[src/rtl/mips_store_logger_pkg.sv]
// mips_log_pkg: shared types and constants for the MIPS store logger.
//   log_entry_t   one logged store (addr, data, and pc when STORE_LOG_PC_EN
//                 is defined; 96-bit entries in that build, 64-bit otherwise)
//   done_state_t  completion FSM states (RUN, DONE)
//   DONE_ADDR_DEF / DONE_DATA_DEF  default completion-store address/data
//   DROP_W        width of the saturating drop counter
// Optional feature macro: STORE_LOG_PC_EN
package mips_log_pkg;

    localparam int          DROP_W        = 16;
    localparam logic [31:0] DONE_ADDR_DEF = 32'd84;
    localparam logic [31:0] DONE_DATA_DEF = 32'd7;

    typedef struct packed {
`ifdef STORE_LOG_PC_EN
        logic [31:0] pc;
`endif
        logic [31:0] addr;
        logic [31:0] data;
    } log_entry_t;

    typedef enum logic {
        ST_RUN  = 1'b0,
        ST_DONE = 1'b1
    } done_state_t;

endpackage

[src/rtl/mips_store_logger_if.sv]
// mips_store_logger_if: store-port tap plus drain handshake of the logger.
//   memwrite/dataadr/writedata/pc : sampled data-memory write port
//   out_valid/out_ready           : drain handshake (head entry)
//   out_addr/out_data/out_pc      : head entry fields
//   count/overflow/drop_count/misaligned/done : status
// Modports: master = store source and drain consumer (bench side),
//           slave  = the logger itself.
interface mips_store_logger_if #(
    parameter int DEPTH = 8
);
    import mips_log_pkg::*;

    logic                       memwrite;
    logic [31:0]                dataadr;
    logic [31:0]                writedata;
    logic [31:0]                pc;
    logic                       out_valid;
    logic                       out_ready;
    logic [31:0]                out_addr;
    logic [31:0]                out_data;
    logic [31:0]                out_pc;
    logic [$clog2(DEPTH):0]     count;
    logic                       overflow;
    logic [DROP_W-1:0]          drop_count;
    logic                       misaligned;
    logic                       done;

    modport master (
        output memwrite, dataadr, writedata, pc, out_ready,
        input  out_valid, out_addr, out_data, out_pc, count,
               overflow, drop_count, misaligned, done
    );

    modport slave (
        input  memwrite, dataadr, writedata, pc, out_ready,
        output out_valid, out_addr, out_data, out_pc, count,
               overflow, drop_count, misaligned, done
    );

endinterface

[src/rtl/mips_store_logger_fifo.sv]
// mips_log_fifo: synchronous FIFO of log_entry_t with a registered head.
//   clk, reset : clock, synchronous active-high reset
//   push, din  : write request and entry (accepted when not full, or when
//                full with a same-cycle pop)
//   pop        : remove head (ignored when empty)
//   dout       : head register; holds the last head when empty
//   full, empty, count : occupancy status
module mips_log_fifo
    import mips_log_pkg::*;
#(
    parameter int DEPTH = 8
) (
    input  logic                   clk,
    input  logic                   reset,
    input  logic                   push,
    input  log_entry_t             din,
    input  logic                   pop,
    output log_entry_t             dout,
    output logic                   full,
    output logic                   empty,
    output logic [$clog2(DEPTH):0] count
);
    localparam int PTR_W = $clog2(DEPTH);
    localparam int CNT_W = PTR_W + 1;

    log_entry_t        mem [DEPTH];
    logic [PTR_W-1:0]  wr_ptr_q, wr_ptr_d;
    logic [PTR_W-1:0]  rd_ptr_q, rd_ptr_d;
    logic [CNT_W-1:0]  count_q, count_d;
    log_entry_t        head_q, head_d;
    logic              do_push, do_pop;

    always_comb begin
        do_pop   = pop && (count_q != '0);
        do_push  = push && ((count_q != CNT_W'(DEPTH)) || do_pop);
        wr_ptr_d = do_push ? wr_ptr_q + PTR_W'(1) : wr_ptr_q;
        rd_ptr_d = do_pop  ? rd_ptr_q + PTR_W'(1) : rd_ptr_q;
        count_d  = count_q;
        if (do_push && !do_pop)
            count_d = count_q + CNT_W'(1);
        else if (!do_push && do_pop)
            count_d = count_q - CNT_W'(1);
        // The head register tracks the entry at the next read pointer. If
        // that slot is being written this very edge (empty FIFO), forward
        // the incoming entry since the array does not hold it yet.
        head_d = head_q;
        if (count_d != '0)
            head_d = (do_push && (wr_ptr_q == rd_ptr_d)) ? din : mem[rd_ptr_d];
    end

    // Storage array carries no reset; pointers alone define validity.
    always_ff @(posedge clk) begin
        if (do_push)
            mem[wr_ptr_q] <= din;
    end

    always_ff @(posedge clk) begin
        if (reset) begin
            wr_ptr_q <= '0;
            rd_ptr_q <= '0;
            count_q  <= '0;
            head_q   <= '0;
        end else begin
            wr_ptr_q <= wr_ptr_d;
            rd_ptr_q <= rd_ptr_d;
            count_q  <= count_d;
            head_q   <= head_d;
        end
    end

    assign dout  = head_q;
    assign count = count_q;
    assign full  = (count_q == CNT_W'(DEPTH));
    assign empty = (count_q == '0);

endmodule

[src/rtl/mips_store_logger.sv]
// mips_store_logger: observes the MIPS data-memory write port, logs every
// store into a DEPTH-entry FIFO and drains it over a valid/ready handshake.
//   clk, reset : clock, synchronous active-high reset
//   bus        : mips_store_logger_if.slave (store tap, drain port, status)
// Status: sticky overflow, saturating drop_count, sticky misaligned,
// done from the RUN/DONE completion FSM.
// Optional feature macro: STORE_LOG_PC_EN (log and present the store PC;
// otherwise pc is ignored and out_pc is tied to 0).
module mips_store_logger
    import mips_log_pkg::*;
#(
    parameter int          DEPTH     = 8,
    parameter logic [31:0] DONE_ADDR = DONE_ADDR_DEF,
    parameter logic [31:0] DONE_DATA = DONE_DATA_DEF
) (
    input  logic                clk,
    input  logic                reset,
    mips_store_logger_if.slave  bus
);
    log_entry_t         entry_in;
    log_entry_t         head;
    logic               fifo_full;
    logic               fifo_empty;
    logic               pop;
    logic               drop;
    logic               hit_done;
    logic [DROP_W-1:0]  drop_count_q, drop_count_d;
    logic               overflow_q, overflow_d;
    logic               misaligned_q, misaligned_d;
    done_state_t        state_q;

    always_comb begin
        entry_in      = '0;
        entry_in.addr = bus.dataadr;
        entry_in.data = bus.writedata;
`ifdef STORE_LOG_PC_EN
        entry_in.pc   = bus.pc;
`endif
    end

    assign pop      = !fifo_empty && bus.out_ready;
    // A full FIFO still accepts a store when the head leaves the same edge.
    assign drop     = bus.memwrite && fifo_full && !pop;
    assign hit_done = bus.memwrite && (bus.dataadr == DONE_ADDR) &&
                      (bus.writedata == DONE_DATA);

    mips_log_fifo #(
        .DEPTH (DEPTH)
    ) u_fifo (
        .clk   (clk),
        .reset (reset),
        .push  (bus.memwrite),
        .din   (entry_in),
        .pop   (pop),
        .dout  (head),
        .full  (fifo_full),
        .empty (fifo_empty),
        .count (bus.count)
    );

    always_comb begin
        drop_count_d = drop_count_q;
        if (drop && (drop_count_q != {DROP_W{1'b1}}))
            drop_count_d = drop_count_q + DROP_W'(1);
        overflow_d   = overflow_q || drop;
        misaligned_d = misaligned_q || (bus.memwrite && (bus.dataadr[1:0] != 2'b00));
    end

    always_ff @(posedge clk) begin
        if (reset) begin
            drop_count_q <= '0;
            overflow_q   <= 1'b0;
            misaligned_q <= 1'b0;
        end else begin
            drop_count_q <= drop_count_d;
            overflow_q   <= overflow_d;
            misaligned_q <= misaligned_d;
        end
    end

    // Completion FSM: the matching store counts even if it is dropped.
    always_ff @(posedge clk) begin
        if (reset) begin
            state_q <= ST_RUN;
        end else begin
            case (state_q)
                ST_RUN:  if (hit_done) state_q <= ST_DONE;
                ST_DONE: state_q <= ST_DONE;
                default: state_q <= ST_RUN;
            endcase
        end
    end

    assign bus.out_valid  = !fifo_empty;
    assign bus.out_addr   = head.addr;
    assign bus.out_data   = head.data;
`ifdef STORE_LOG_PC_EN
    assign bus.out_pc     = head.pc;
`else
    assign bus.out_pc     = 32'd0;
`endif
    assign bus.overflow   = overflow_q;
    assign bus.drop_count = drop_count_q;
    assign bus.misaligned = misaligned_q;
    assign bus.done       = (state_q == ST_DONE);

endmodule

[src/flat_wrapper.sv]
// flat-port wrapper written by rule: the top's interface ports become plain ports
module mips_store_logger_flat import mips_log_pkg::*;
#(
    parameter int          DEPTH     = 8,
    parameter logic [31:0] DONE_ADDR = DONE_ADDR_DEF,
    parameter logic [31:0] DONE_DATA = DONE_DATA_DEF
)
  (clk, reset, bus_memwrite, bus_dataadr, bus_writedata, bus_pc, bus_out_ready, bus_out_valid, bus_out_addr, bus_out_data, bus_out_pc, bus_count, bus_overflow, bus_drop_count, bus_misaligned, bus_done);
  mips_store_logger_if #(.DEPTH(DEPTH)) bus_i ();
  input  logic clk;
  input  logic reset;
  input wire logic [$bits(bus_i.memwrite)-1:0] bus_memwrite;
  input wire logic [$bits(bus_i.dataadr)-1:0] bus_dataadr;
  input wire logic [$bits(bus_i.writedata)-1:0] bus_writedata;
  input wire logic [$bits(bus_i.pc)-1:0] bus_pc;
  input wire logic [$bits(bus_i.out_ready)-1:0] bus_out_ready;
  output wire logic [$bits(bus_i.out_valid)-1:0] bus_out_valid;
  output wire logic [$bits(bus_i.out_addr)-1:0] bus_out_addr;
  output wire logic [$bits(bus_i.out_data)-1:0] bus_out_data;
  output wire logic [$bits(bus_i.out_pc)-1:0] bus_out_pc;
  output wire logic [$bits(bus_i.count)-1:0] bus_count;
  output wire logic [$bits(bus_i.overflow)-1:0] bus_overflow;
  output wire logic [$bits(bus_i.drop_count)-1:0] bus_drop_count;
  output wire logic [$bits(bus_i.misaligned)-1:0] bus_misaligned;
  output wire logic [$bits(bus_i.done)-1:0] bus_done;
  assign bus_i.memwrite = bus_memwrite;
  assign bus_i.dataadr = bus_dataadr;
  assign bus_i.writedata = bus_writedata;
  assign bus_i.pc = bus_pc;
  assign bus_i.out_ready = bus_out_ready;
  assign bus_out_valid = bus_i.out_valid;
  assign bus_out_addr = bus_i.out_addr;
  assign bus_out_data = bus_i.out_data;
  assign bus_out_pc = bus_i.out_pc;
  assign bus_count = bus_i.count;
  assign bus_overflow = bus_i.overflow;
  assign bus_drop_count = bus_i.drop_count;
  assign bus_misaligned = bus_i.misaligned;
  assign bus_done = bus_i.done;
  mips_store_logger #(.DEPTH(DEPTH), .DONE_ADDR(DONE_ADDR), .DONE_DATA(DONE_DATA)) u_core (.clk(clk), .reset(reset), .bus(bus_i));
endmodule
[config.mk]
export PLATFORM = sky130hd
export DESIGN_NAME = mips_store_logger_flat
export DESIGN_NICKNAME = d
export VERILOG_FILES = /design/src/rtl/mips_store_logger_pkg.sv /design/src/rtl/mips_store_logger_if.sv /design/src/rtl/mips_store_logger_fifo.sv /design/src/rtl/mips_store_logger.sv /design/src/flat_wrapper.sv
export SDC_FILE = /design/constraint.sdc
export NUM_CORES = 1
export LEC_CHECK = 0
export BUFFER_PORTS_ARGS = -buffer_cell sky130_fd_sc_hd__buf_4
export CORE_MARGIN = 2
export CORE_UTILIZATION = 50
export DETAILED_ROUTE_END_ITERATION = 8
export PLACE_DENSITY_LB_ADDON = 0.12
export SETUP_SLACK_MARGIN = 0.02
export SLEW_MARGIN = 20
export SYNTH_ARGS = -nofsm -noshare
export SYNTH_HDL_FRONTEND = slang
export SYNTH_HIERARCHICAL = 1
export SYNTH_SLANG_ARGS = --single-unit
[constraint.sdc]
create_clock -name clk -period 10.1 [get_ports clk]
set_input_delay 0.505 -clock clk [delete_from_list [all_inputs] [get_ports clk]]
set_output_delay 0.505 -clock clk [all_outputs]
set_load 0.005 [all_outputs]
==> metrics.cfg, run 1 <==
[cts]
cts_inserted_buffers = 61
clkSlewWorstSetupHoldPaths_ps = 60
cts_sinks = 605
postCtsSetupRepairBufs = 0
ctsHoldBuffers = 0
cts_tree = done
clk_latency_ps = 620
htree_levels = 2
cts_resized = 0
clockBufferDepth = 3
root_buffer = clkbuf_16

[yosys]
synth_compound_area_share_pct = 5.71
synth-xor-area-share_pct = 0.215
synth_top_flop_cell = edfxtp_1
synth_mux_area_share_pct = 10.6
yosys_warnings = 6
netlist_area_um2 = 24400
synthAdderAreaFrac_pct = 0.256
synth-seq-area-share_pct = 70.5
postSynthCellCount = 1658
synth-simple-area-share_pct = 9.39
avgSynthCellArea_um2 = 14.7
synth_seq_cells = 605
synthArstFlopShare_pct = 0
synth_top_family_by_area = multiplexers
synth_edf_count = 512
synth.distinct_cells = 66

[placed_design]
hpwl_um = 29000
place_ws_ps = 4290
io_buffers = 155
dpl_cell_area_um2 = 26100
gp_congestion = 0.769

[sta]
tightest_slew_ps = 1100
min_period_ps = 5900
holdWs_ps = 133
post-route-period-util_pct = 58.5
setup_ws_ps = 4200
rsz0062_at_grt = no
finalMaxSlewViolations = 0
skew_ps = 13.9
hold_violations = 0
setup-tns-final_ps = 0
slew_headroom_pct = 26.5
setup_viol = 0
fmaxAchievable_mhz = 169

[floorplan]
initial_core_util_pct = 50.3
rows = 81
die_w_um = 225
die_height_um = 225
ios = 220
core_um2 = 48500
dieArea_um2 = 50700

[global_routing]
antenna_found_initial = 2
track_usage_pct = 22.8
grt_pass1_wl_um = 86000
grt_pass1_vias = 14000
overflow = 0
grt_start_max_net_pins = 132

[worst_setup_path]
crit_start = u_core/u_fifo/count[0]
ff2ff_path_depth = 14
worst-setup-path-type = reg2reg
cp.arrival_ps = 6420
end_kind = register
rr_startpoint = u_core/u_fifo/count[0]
r2r_slack_ps = 4200
crit_required_ps = 10620
rr_endpoint = u_core/u_fifo/dout[35]
start_kind = register
cp_max_fo = 116
endpoint = u_core/u_fifo/dout[35]

[flow_run]
timing.max_cap.violations = 0

[detailed_routing]
wl_met3_um = 3670
drt_iter0_drc = 1111
wl_um = 57800
vias_per_cell = 5.91
wl_met2_um = 27400
wl_met1_um = 25600
firstDrtPassIters = 4
ant_nets = 0
via_count = 14600
wl_per_cell_um = 23.5
routed.top_layer = met5
route.detailed.drc = 0

[power]
netSwitchingPower_w = 0.00199
power_frac_clock_pct = 32.7
leakage_nw = 10.9
switching_share_pct = 28.7
comb_power_share_pct = 24.2
vdd_drop_max_mv = 0.252
powerDensity_nw_per_um2 = 246
internal_power_w = 0.00493
seq_power_share_pct = 43.0

[layout]
final_cell_mix = edfxtp_1 (512), mux2i_1 (256), buf_4 (179)
fillers = 3765
antenna_cells = 0
final_area_um2 = 28200
nets = 1895
drive_gt1_share_pct = 16.8
syn_to_final_growth_pct = 15.3
final_common_cell = edfxtp_1

[status]
status = completed

[hold_path]
hold_class = in2reg

-- layer usage --
layer / vias to the layer above / GRT usage [%]
met5: - / 0
met4: 4 / 5.55
met3: 89 / 4.51
met2: 427 / 36.6
met1: 7327 / 32.1
li1: 6704 / -
-- critical path: stages (launching register included) --
cell and delay [ps]:
dfxtp_1 460, inv_1 120, ha_1 300, or3b_1 410
inv_2 130, or2b_2 350, inv_1 400, a21boi_0 250
a221oi_4 740, buf_12 560, xnor2_1 260, or4_2 180
buf_4 830, nand4_1 380, a311oi_1 370
-- layout make-up --
| type | count | area (um^2) | share of cell area [%] |
|---|---|---|---|
| clock inverter | 27 | 254 | 0.902 |
| tap | 622 | 778 | 2.76 |
| inverter | 15 | 56.3 | 0.200 |
| timing repair buffer | 183 | 1420 | 5.05 |
| sequential | 605 | 17200 | 61.2 |
| clock buffer | 88 | 1790 | 6.35 |
| multi-input combinational | 924 | 6630 | 23.5 |
-- worst min-delay path by stage --
stage | slack (ps) | startpoint | cells after the start | endpoint
2_1_floorplan | 440 | u_core/bus.misaligned | 2 | u_core/bus.misaligned
3_3_place_gp | 440 | u_core/bus.misaligned | 2 | u_core/bus.misaligned
3_5_place_dp | 450 | u_core/bus.misaligned | 2 | u_core/bus.misaligned
5_1_grt | 110 | bus_dataadr[19] | 1 | u_core/u_fifo/mem[3][51]
4_1_cts | 100 | bus_writedata[0] | 1 | u_core/u_fifo/mem[3][0]
6_report | 130 | bus_writedata[2] | 1 | u_core/u_fifo/mem[1][2]
-- metrics by stage --
step | instances | util (%) | power (W)
6_report | 2464 | 58.0 | 0.00692
3_5_place_dp | 2348 | 53.8 | 0.00470
2_1_floorplan | 1689 | - | 0.00416
4_1_cts | 2463 | 58.0 | 0.00696
5_1_grt | 2464 | 58.0 | 0.00721
3_3_place_gp | 2348 | 53.8 | 0.00468
-- kinds of logic after synthesis --
family / count (synthesis)
muxes: 258
other: 1
xor gates and xnor gates: 6
buffers and inverters: 160
and+or+nand+nor: 445
DFF: 605
adders and majority gates: 5
AOI/OAI and AO/OA: 178
-- Yosys cell counts, drive strengths merged, types with 6 or more instances --
cell / number / share of area (%)
or4: 9 / 0.29
a21oi: 11 / 0.23
a22oi: 64 / 2.0
nor2: 86 / 1.3
nor3: 12 / 0.25
o21ai: 6 / 0.12
o31ai: 8 / 0.25
edfxtp: 512 / 63
nand2: 78 / 1.2
clkbuf: 66 / 1.0
nand3: 134 / 2.8
nor2b: 8 / 0.20
mux2i: 256 / 10
buf: 79 / 2.1
nor4: 17 / 0.50
dfxtp: 93 / 7.6
inv: 15 / 0.23
nand4: 72 / 1.9
a311oi: 65 / 2.3
-- power by group through the flow --
stage	clock, W	combinational (W)	sequential (W)
floorplan	0	0.00114	0.00302
global placement	0	0.00165	0.00303
detailed placement	0	0.00167	0.00303
CTS	0.00231	0.00168	0.00298
global route	0.00241	0.00181	0.00299
finish	0.00226	0.00168	0.00298
-- flip-flops by register name, summed over array words and instances, names as in the netlist --
name,cells
u_core/u_fifo/dout,64
u_core/bus.done,1
u_core/u_fifo/mem,512
u_core/bus.misaligned,1
u_core/u_fifo/wr_ptr_q,3
u_core/u_fifo/rd_ptr_q,3
u_core/bus.overflow,1
u_core/u_fifo/count,4
u_core/bus.drop_count,16
Note: power is estimated with default switching activity, not from simulation.
==> inputs of run 2 (changes only) <==
--- a/config.mk
+++ b/config.mk
@@ -5,6 +5,7 @@
 export SDC_FILE = /design/constraint.sdc
 export NUM_CORES = 1
 export LEC_CHECK = 0
+export ABC_AREA = 1
 export BUFFER_PORTS_ARGS = -buffer_cell sky130_fd_sc_hd__buf_4
 export CORE_MARGIN = 2
 export CORE_UTILIZATION = 50
==> constraint.sdc (replaced) <==
create_clock -name clk -period 6 [get_ports clk]
set_input_delay 0.3 -clock clk [delete_from_list [all_inputs] [get_ports clk]]
set_output_delay 0.3 -clock clk [all_outputs]
set_load 0.005 [all_outputs]
==> run 2 against run 1 <==
Against the previous run:
- critical path type unchanged
- routed wire length rose by 22%
- clock skew fell by 2.4 ps
- flip-flop and latch count did not move
- clock power rose by 74%
- hold slack got worse by 73 ps
- sequential power rose by 63%
- total power rose by 53%
- sequential share of layout area fell by 7.6 points
- first-iteration DRC count rose by 26%
- die area rose by 13%
- setup slack got worse by 2500 ps
- critical path depth rose by 1
==> metrics.cfg, run 2 <==
[worst_setup_path]
worst-setup-path-type = reg2reg
crit_start = u_core/u_fifo/count[0]
rr_startpoint = u_core/u_fifo/count[0]
r2r_slack_ps = 1700  ; -2490 ps
end_kind = register
endpoint = u_core/u_fifo/dout[62]
cp.arrival_ps = 4760  ; -1660 ps
crit_required_ps = 6470  ; -4150 ps
ff2ff_path_depth = 15  ; +1
cp_max_fo = 62  ; -47%
start_kind = register
rr_endpoint = u_core/u_fifo/dout[62]

[global_routing]
grt_pass1_wl_um = 110000  ; +28%
overflow = 0  ; unchanged
grt_start_max_net_pins = 129  ; -2.3%
antenna_found_initial = 2  ; unchanged
grt_pass1_vias = 20000  ; +43%
track_usage_pct = 25.0  ; +2.2 points

[yosys]
synth_top_area_share_pct = 55.4  ; -7.5 points
netlist_area_um2 = 27800  ; +14%
yosys.area.top_type = edfxtp_1
synth_edf_count = 512  ; unchanged
avgSynthCellArea_um2 = 9.14  ; -38%
synth.most_common_cell = nand2_1
postSynthCellCount = 3036  ; +83%
synth_seq_cells = 605  ; unchanged
yosys-top-cells-area = edfxtp_1 (55%), nand2_1 (9.7%), nand3_1 (7.7%)
synth_common_cells = nand2_1 (717), inv_1 (554), edfxtp_1 (512)
synth-seq-area-share_pct = 62.1  ; -8.4 points
synth.distinct_cells = 34  ; -48%
synth_top_flop_cell = edfxtp_1
synthArstFlopShare_pct = 0  ; unchanged
yosys_warnings = 6  ; unchanged

[floorplan]
ios = 220  ; unchanged
die_height_um = 240  ; +6.5%
die_w_um = 240  ; +6.5%
core_um2 = 55000  ; +13%
dieArea_um2 = 57400  ; +13%
rows = 86  ; +6.2%
initial_core_util_pct = 50.5  ; +0.14 points

[layout]
largest_reg_flops = 512  ; unchanged
final_cell_mix = nand2_1 (715), inv_1 (553), edfxtp_1 (512)
final_common_cell = nand2_1
nets = 3307  ; +75%
syn_to_final_growth_pct = 15.9
largest-register = u_core/u_fifo/mem
post-route-util_pct = 58.5  ; +0.50 points
fillers = 4702  ; +25%
drive_gt1_share_pct = 10.3  ; -6.5 points

[detailed_routing]
wl_per_cell_um = 17.7  ; -25%
vias_per_cell = 5.11  ; -13%
ant_nets = 0  ; unchanged
firstDrtPassIters = 6  ; +2
via_count = 20400  ; +41%
wl_um = 70800  ; +22%
drt_iter0_drc = 1399  ; +26%
route.detailed.drc = 0  ; unchanged

[cts]
cts_resized = 0  ; unchanged
htree_levels = 3  ; +1
cts_tree = done
cts_inserted_buffers = 66  ; +8.2%
root_buffer = clkbuf_16
clk_latency_ps = 590  ; -30 ps
clockBufferDepth = 3  ; unchanged
clkSlewWorstSetupHoldPaths_ps = 60  ; about the same
cts_sinks = 605  ; unchanged

[hold_path]
hold_class = in2reg

[placed_design]
hpwl_um = 37000  ; +28%
gp_congestion = 0.792  ; +3.1%
io_buffers = 155  ; unchanged

[sta]
setup_viol = 0  ; unchanged
hold_violations = 0  ; unchanged
slew_headroom_pct = 23.5  ; -2.9 points
min_period_ps = 4300  ; -1610 ps
setup-tns-final_ps = 0  ; unchanged
skew_ps = 11.5  ; -2.40 ps
fmaxAchievable_mhz = 233  ; +37%
tightest_slew_ps = 1150  ; +43.9 ps
post-route-period-util_pct = 71.6  ; +13 points
rsz0062_at_grt = no
finalMaxSlewViolations = 0  ; unchanged

[flow_run]
timing.max_cap.violations = 0  ; unchanged

[power]
powerDensity_nw_per_um2 = 329  ; +34%
leakage_nw = 14.4  ; +33%
vdd_drop_max_mv = 0.193  ; -23%

[status]
status = completed

-- run 2: power breakdown --
part	switching (W)	internal, W	total [W]
clock network	0.00158	0.00236	0.00394
registers	0.0000871	0.00476	0.00485
logic	0.00121	0.000600	0.00180
total	0.00288	0.00772	0.0106
-- run 2: final cells by class --
| type | count | area (um^2) | share of cell area (%) |
|---|---|---|---|
| Timing Repair Buffer | 253 | 2110 | 6.56 |
| Clock buffer | 102 | 1980 | 6.16 |
| Antenna cell | 2 | 5.00 | 0.0156 |
| Tap cell | 748 | 936 | 2.91 |
| Inverter | 557 | 2100 | 6.51 |
| Multi-Input combinational cell | 1719 | 7680 | 23.9 |
| Sequential cell | 605 | 17200 | 53.6 |
| Clock inverter | 17 | 135 | 0.420 |
-- run 2: metrics by stage --
stage	hold slack (ps)	cell area (um^2)	worst slack [ps]	power [W]	cells
after detailed placement	448	29400	1770	0.00670	3817
after CTS	8.87	32200	1760	0.0107	4000
after global routing	37.7	32200	1500	0.0111	4003
final	59.9	32200	1700	0.0106	4003
after floorplan	369	27900	812	0.00604	3067
after global placement	443	29400	1820	0.00667	3817
-- run 2: critical path: stages, from the launching register on --
cell	delay, ps
dfxtp_1	410
inv_1	130
ha_1	280
nand2_4	180
inv_1	80
nor2_1	100
buf_4	220
nand3_4	620
nand3_1	300
nand2_1	110
nor2_4	130
nand3_4	860
nand2_1	270
nor2_1	70
nor2_1	330
nor2_1	80
-- run 2: worst min path at each step --
stage / from / end / slack [ps] / cells after the start
after global placement: u_core/bus.done / u_core/bus.done / 440 / 2
after global routing: bus_memwrite / u_core/bus.misaligned / 40 / 3
final: bus_memwrite / u_core/bus.misaligned / 60 / 3
after CTS: bus_memwrite / u_core/bus.misaligned / 9 / 3
after detailed placement: u_core/bus.done / u_core/bus.done / 450 / 2
after floorplan: reset / u_core/bus.done / 370 / 1
-- run 2: kinds of logic (layout without fill, tap and decap cells) --
family / Yosys count / in the layout / synth area share [%]
and+or+nand+nor: 1587 / 1587 / 24.7
buffers and inverters: 743 / 929 / 11.2
DFF: 605 / 605 / 62.1
AOI/OAI and AO/OA: 91 / 91 / 1.65
adders and majority gates: 5 / 5 / 0.225
xor gates and xnor gates: 4 / 4 / 0.126
other: 1 / 34 / 0.0135
-- run 2: repair_timing --
item                      4_1_cts  5_1_grt
hold endpoints to repair      512        0
buffers inserted                0        0
hold buffers                   64        0
-- run 2: routing by layer --
layer	global-route usage, %	share of wire [%]	up-vias
li1	-	-	9955
met1	33.4	44	9752
met2	41.5	48	623
met3	4.41	6.7	119
met4	7.95	2.0	0
met5	0	0	-
==> inputs of run 3 (changes only) <==
==> constraint.sdc (replaced) <==
create_clock -name clk -period 3.9 [get_ports clk]
set_input_delay 0.195 -clock clk [delete_from_list [all_inputs] [get_ports clk]]
set_output_delay 0.195 -clock clk [all_outputs]
set_load 0.005 [all_outputs]
==> run 3 against run 2 <==
Against the previous run:
- hold slack gained 300 ps
- clock power grew 53%
- first-iteration DRC count grew 30%
- final area grew 0.72%
- critical endpoint is now u_core/u_fifo/dout[8]
- register-to-register slack lost 1200 ps
- critical path type unchanged
- cell count grew 0.42%
- via count grew 0.98%
- combinational power grew 57%
- utilization grew 0.42 points
- routed wire length grew 0.70%
==> metrics.cfg, run 3 (synthesized netlist as in run 2, its figures left out) <==
[cts]
cts_sinks = 605  ; unchanged
cts_inserted_buffers = 66  ; unchanged
htree_levels = 3  ; unchanged
clk_latency_ps = 600  ; about the same
postCtsSetupRepairBufs = 0  ; unchanged
cts_tree = done
clockBufferDepth = 3  ; unchanged
root_buffer = clkbuf_16
clkSlewWorstSetupHoldPaths_ps = 60  ; about the same

[worst_setup_path]
crit_required_ps = 4370  ; -2100 ps
worst-setup-path-type = reg2reg
crit_family = simple AND/OR/NAND/NOR gates
start_kind = register
path_cells = inv_1 -> ha_1 -> nand2_4 -> inv_1 -> nor2_1 -> buf_4 -> nand2_8 -> a21oi_2 -> nand2_1 -> inv_2 -> nand3_4 -> buf_4 -> nand2_1 -> nor2_1 -> nor2_1 -> nor2_1
critical_path_buf_inv_count = 5  ; +2
end_kind = register
max_stage_delay_ps = 520  ; -340 ps
crit_path_frequent_cell = nor2_1
crit_slowest_cell = nand3_4
cp.arrival_ps = 3870  ; -890 ps
cp_max_fo = 31  ; -50%

[floorplan]
ios = 220  ; unchanged
initial_core_util_pct = 50.5  ; unchanged
die_w_um = 240  ; unchanged
rows = 86  ; unchanged
dieArea_um2 = 57400  ; unchanged
core_um2 = 55000  ; unchanged
die_height_um = 240  ; unchanged

[detailed_routing]
drt_iter0_drc = 1814  ; +30%
ant_nets = 0  ; unchanged
wl_um = 71300  ; +0.70%
via_count = 20600  ; +0.98%
firstDrtPassIters = 5  ; -1
route.detailed.drc = 0  ; unchanged
wl_per_cell_um = 17.7  ; +0.28%
vias_per_cell = 5.14  ; +0.55%

[global_routing]
grt_start_max_net_pins = 126  ; -2.3%
grt_pass1_vias = 19700  ; -1.3%
antenna_found_initial = 1  ; -1
track_usage_pct = 25.0  ; -0.030 points
grt_pass1_wl_um = 110000  ; -0.33%
overflow = 0  ; unchanged

[sta]
hold_violations = 0  ; unchanged
slew_headroom_pct = 27.2  ; +3.6 points
finalMaxSlewViolations = 0  ; unchanged
tightest_slew_ps = 1090  ; -54.4 ps
rsz0062_at_grt = no
post-route-period-util_pct = 87.4  ; +16 points
setup_ws_ps = 491  ; -1210 ps
fmaxAchievable_mhz = 293  ; +26%
skew_ps = 25.2  ; +13.7 ps
min_period_ps = 3410  ; -887 ps
setup_viol = 0  ; unchanged

[layout]
final_area_um2 = 32400  ; +0.72%
largest-register = u_core/u_fifo/mem
syn_to_final_growth_pct = 16.8
final_cell_mix = nand2_1 (715), inv_1 (553), edfxtp_1 (512)
nets = 3324  ; +0.51%
drive_gt1_share_pct = 10.5  ; +0.22 points
layoutNonFillerInstCount = 4020  ; +0.42%
final_common_cell = nand2_1
largest_reg_flops = 512  ; unchanged
fillers = 4632  ; -1.5%
multiInputGateArea_um2 = 7680  ; unchanged
seq_area_um2 = 17200  ; unchanged
post-route-util_pct = 58.9  ; +0.42 points

[status]
status = completed

[power]
powerDensity_nw_per_um2 = 503  ; +53%
leakage_nw = 14.5  ; +0.68%
vdd_drop_max_mv = 0.316  ; +63%

[placed_design]
place_ws_ps = 553  ; -1220 ps
post-place-cells = 3832  ; +0.39%
dpl_cell_area_um2 = 29700  ; +0.94%
io_buffers = 155  ; unchanged
gp_congestion = 0.791  ; -0.21%
hpwl_um = 37700  ; +1.9%

[hold_path]
hold_class = in2reg

[flow_run]
timing.max_cap.violations = 0  ; unchanged

==> run 3: changes by cell type in the layout (fill, tap and decap cells not counted), moves of 2 or more <==
cell / before / now
clkbuf_8: 9 / 5
buf_12: 4 / 16
dlygate4sd3_1: 64 / 67
clkinv_1: 3 / 9
buf_4: 185 / 187
clkbuf_16: 71 / 69
==> run 3: final cells by class <==
cell class | instances | area share [%]
well taps | 748 | 2.89
diodes | 2 | 0.0154
flip-flops and latches | 605 | 53.2
clock buffers | 95 | 5.78
repair buffers | 270 | 7.39
inverters | 557 | 6.47
multi-input cells | 1719 | 23.7
clock inverters | 24 | 0.591
==> run 3: path summary, 6_finish.rpt <==
path | from | to | slack (ps) | cells after the start
setup / recovery | u_core/u_fifo/count[0] | u_core/u_fifo/dout[8] | 490 | 16
hold / removal | bus_out_ready | u_core/bus.overflow | 360 | 7
setup reg to reg | u_core/u_fifo/count[0] | u_core/u_fifo/dout[8] | 490 | 16
hold reg to reg | u_core/bus.done | u_core/bus.done | 460 | 2
==> run 3: report_power, final <==
| part | internal [W] | switching [W] | total [W] |
|---|---|---|---|
| clock network | 0.00354 | 0.00248 | 0.00601 |
| registers | 0.00733 | 0.000130 | 0.00746 |
| logic | 0.000975 | 0.00185 | 0.00283 |
| total | 0.0118 | 0.00446 | 0.0163 |
==> run 3: what timing repair did <==
item / CTS / global route
hold endpoints to repair: 524 / 0
resized for setup: 0 / 0
hold buffers: 67 / 0
==> run 3: routing by layer <==
| layer | track usage, % | share of wire (%) |
|---|---|---|
| met2 | 42.4 | 48 |
| met1 | 32.8 | 42 |
| met4 | 8.30 | 2.5 |
| met3 | 3.85 | 7.1 |
| met5 | 0 | 0 |
==> run 3: worst register-to-register path, cell delays in order (launching register included) <==
cell and delay (ps):
dfxtp_1 400, inv_1 120, ha_1 290, nand2_4 200, inv_1 90, nor2_1 110, buf_4 230, nand2_8 120
a21oi_2 240, nand2_1 90, inv_2 80, nand3_4 520, buf_4 440, nand2_1 90, nor2_1 40, nor2_1 140
nor2_1 70
==> run 3: metrics by stage <==
step / hold WS, ps / total power, W / setup TNS, ps
CTS: 325 / 0.0164 / 0
floorplan: 264 / 0.00929 / -61820
global placement: 442 / 0.0103 / 0
detailed placement: 446 / 0.0104 / 0
global route: 385 / 0.0170 / 0
finish: 361 / 0.0163 / 0
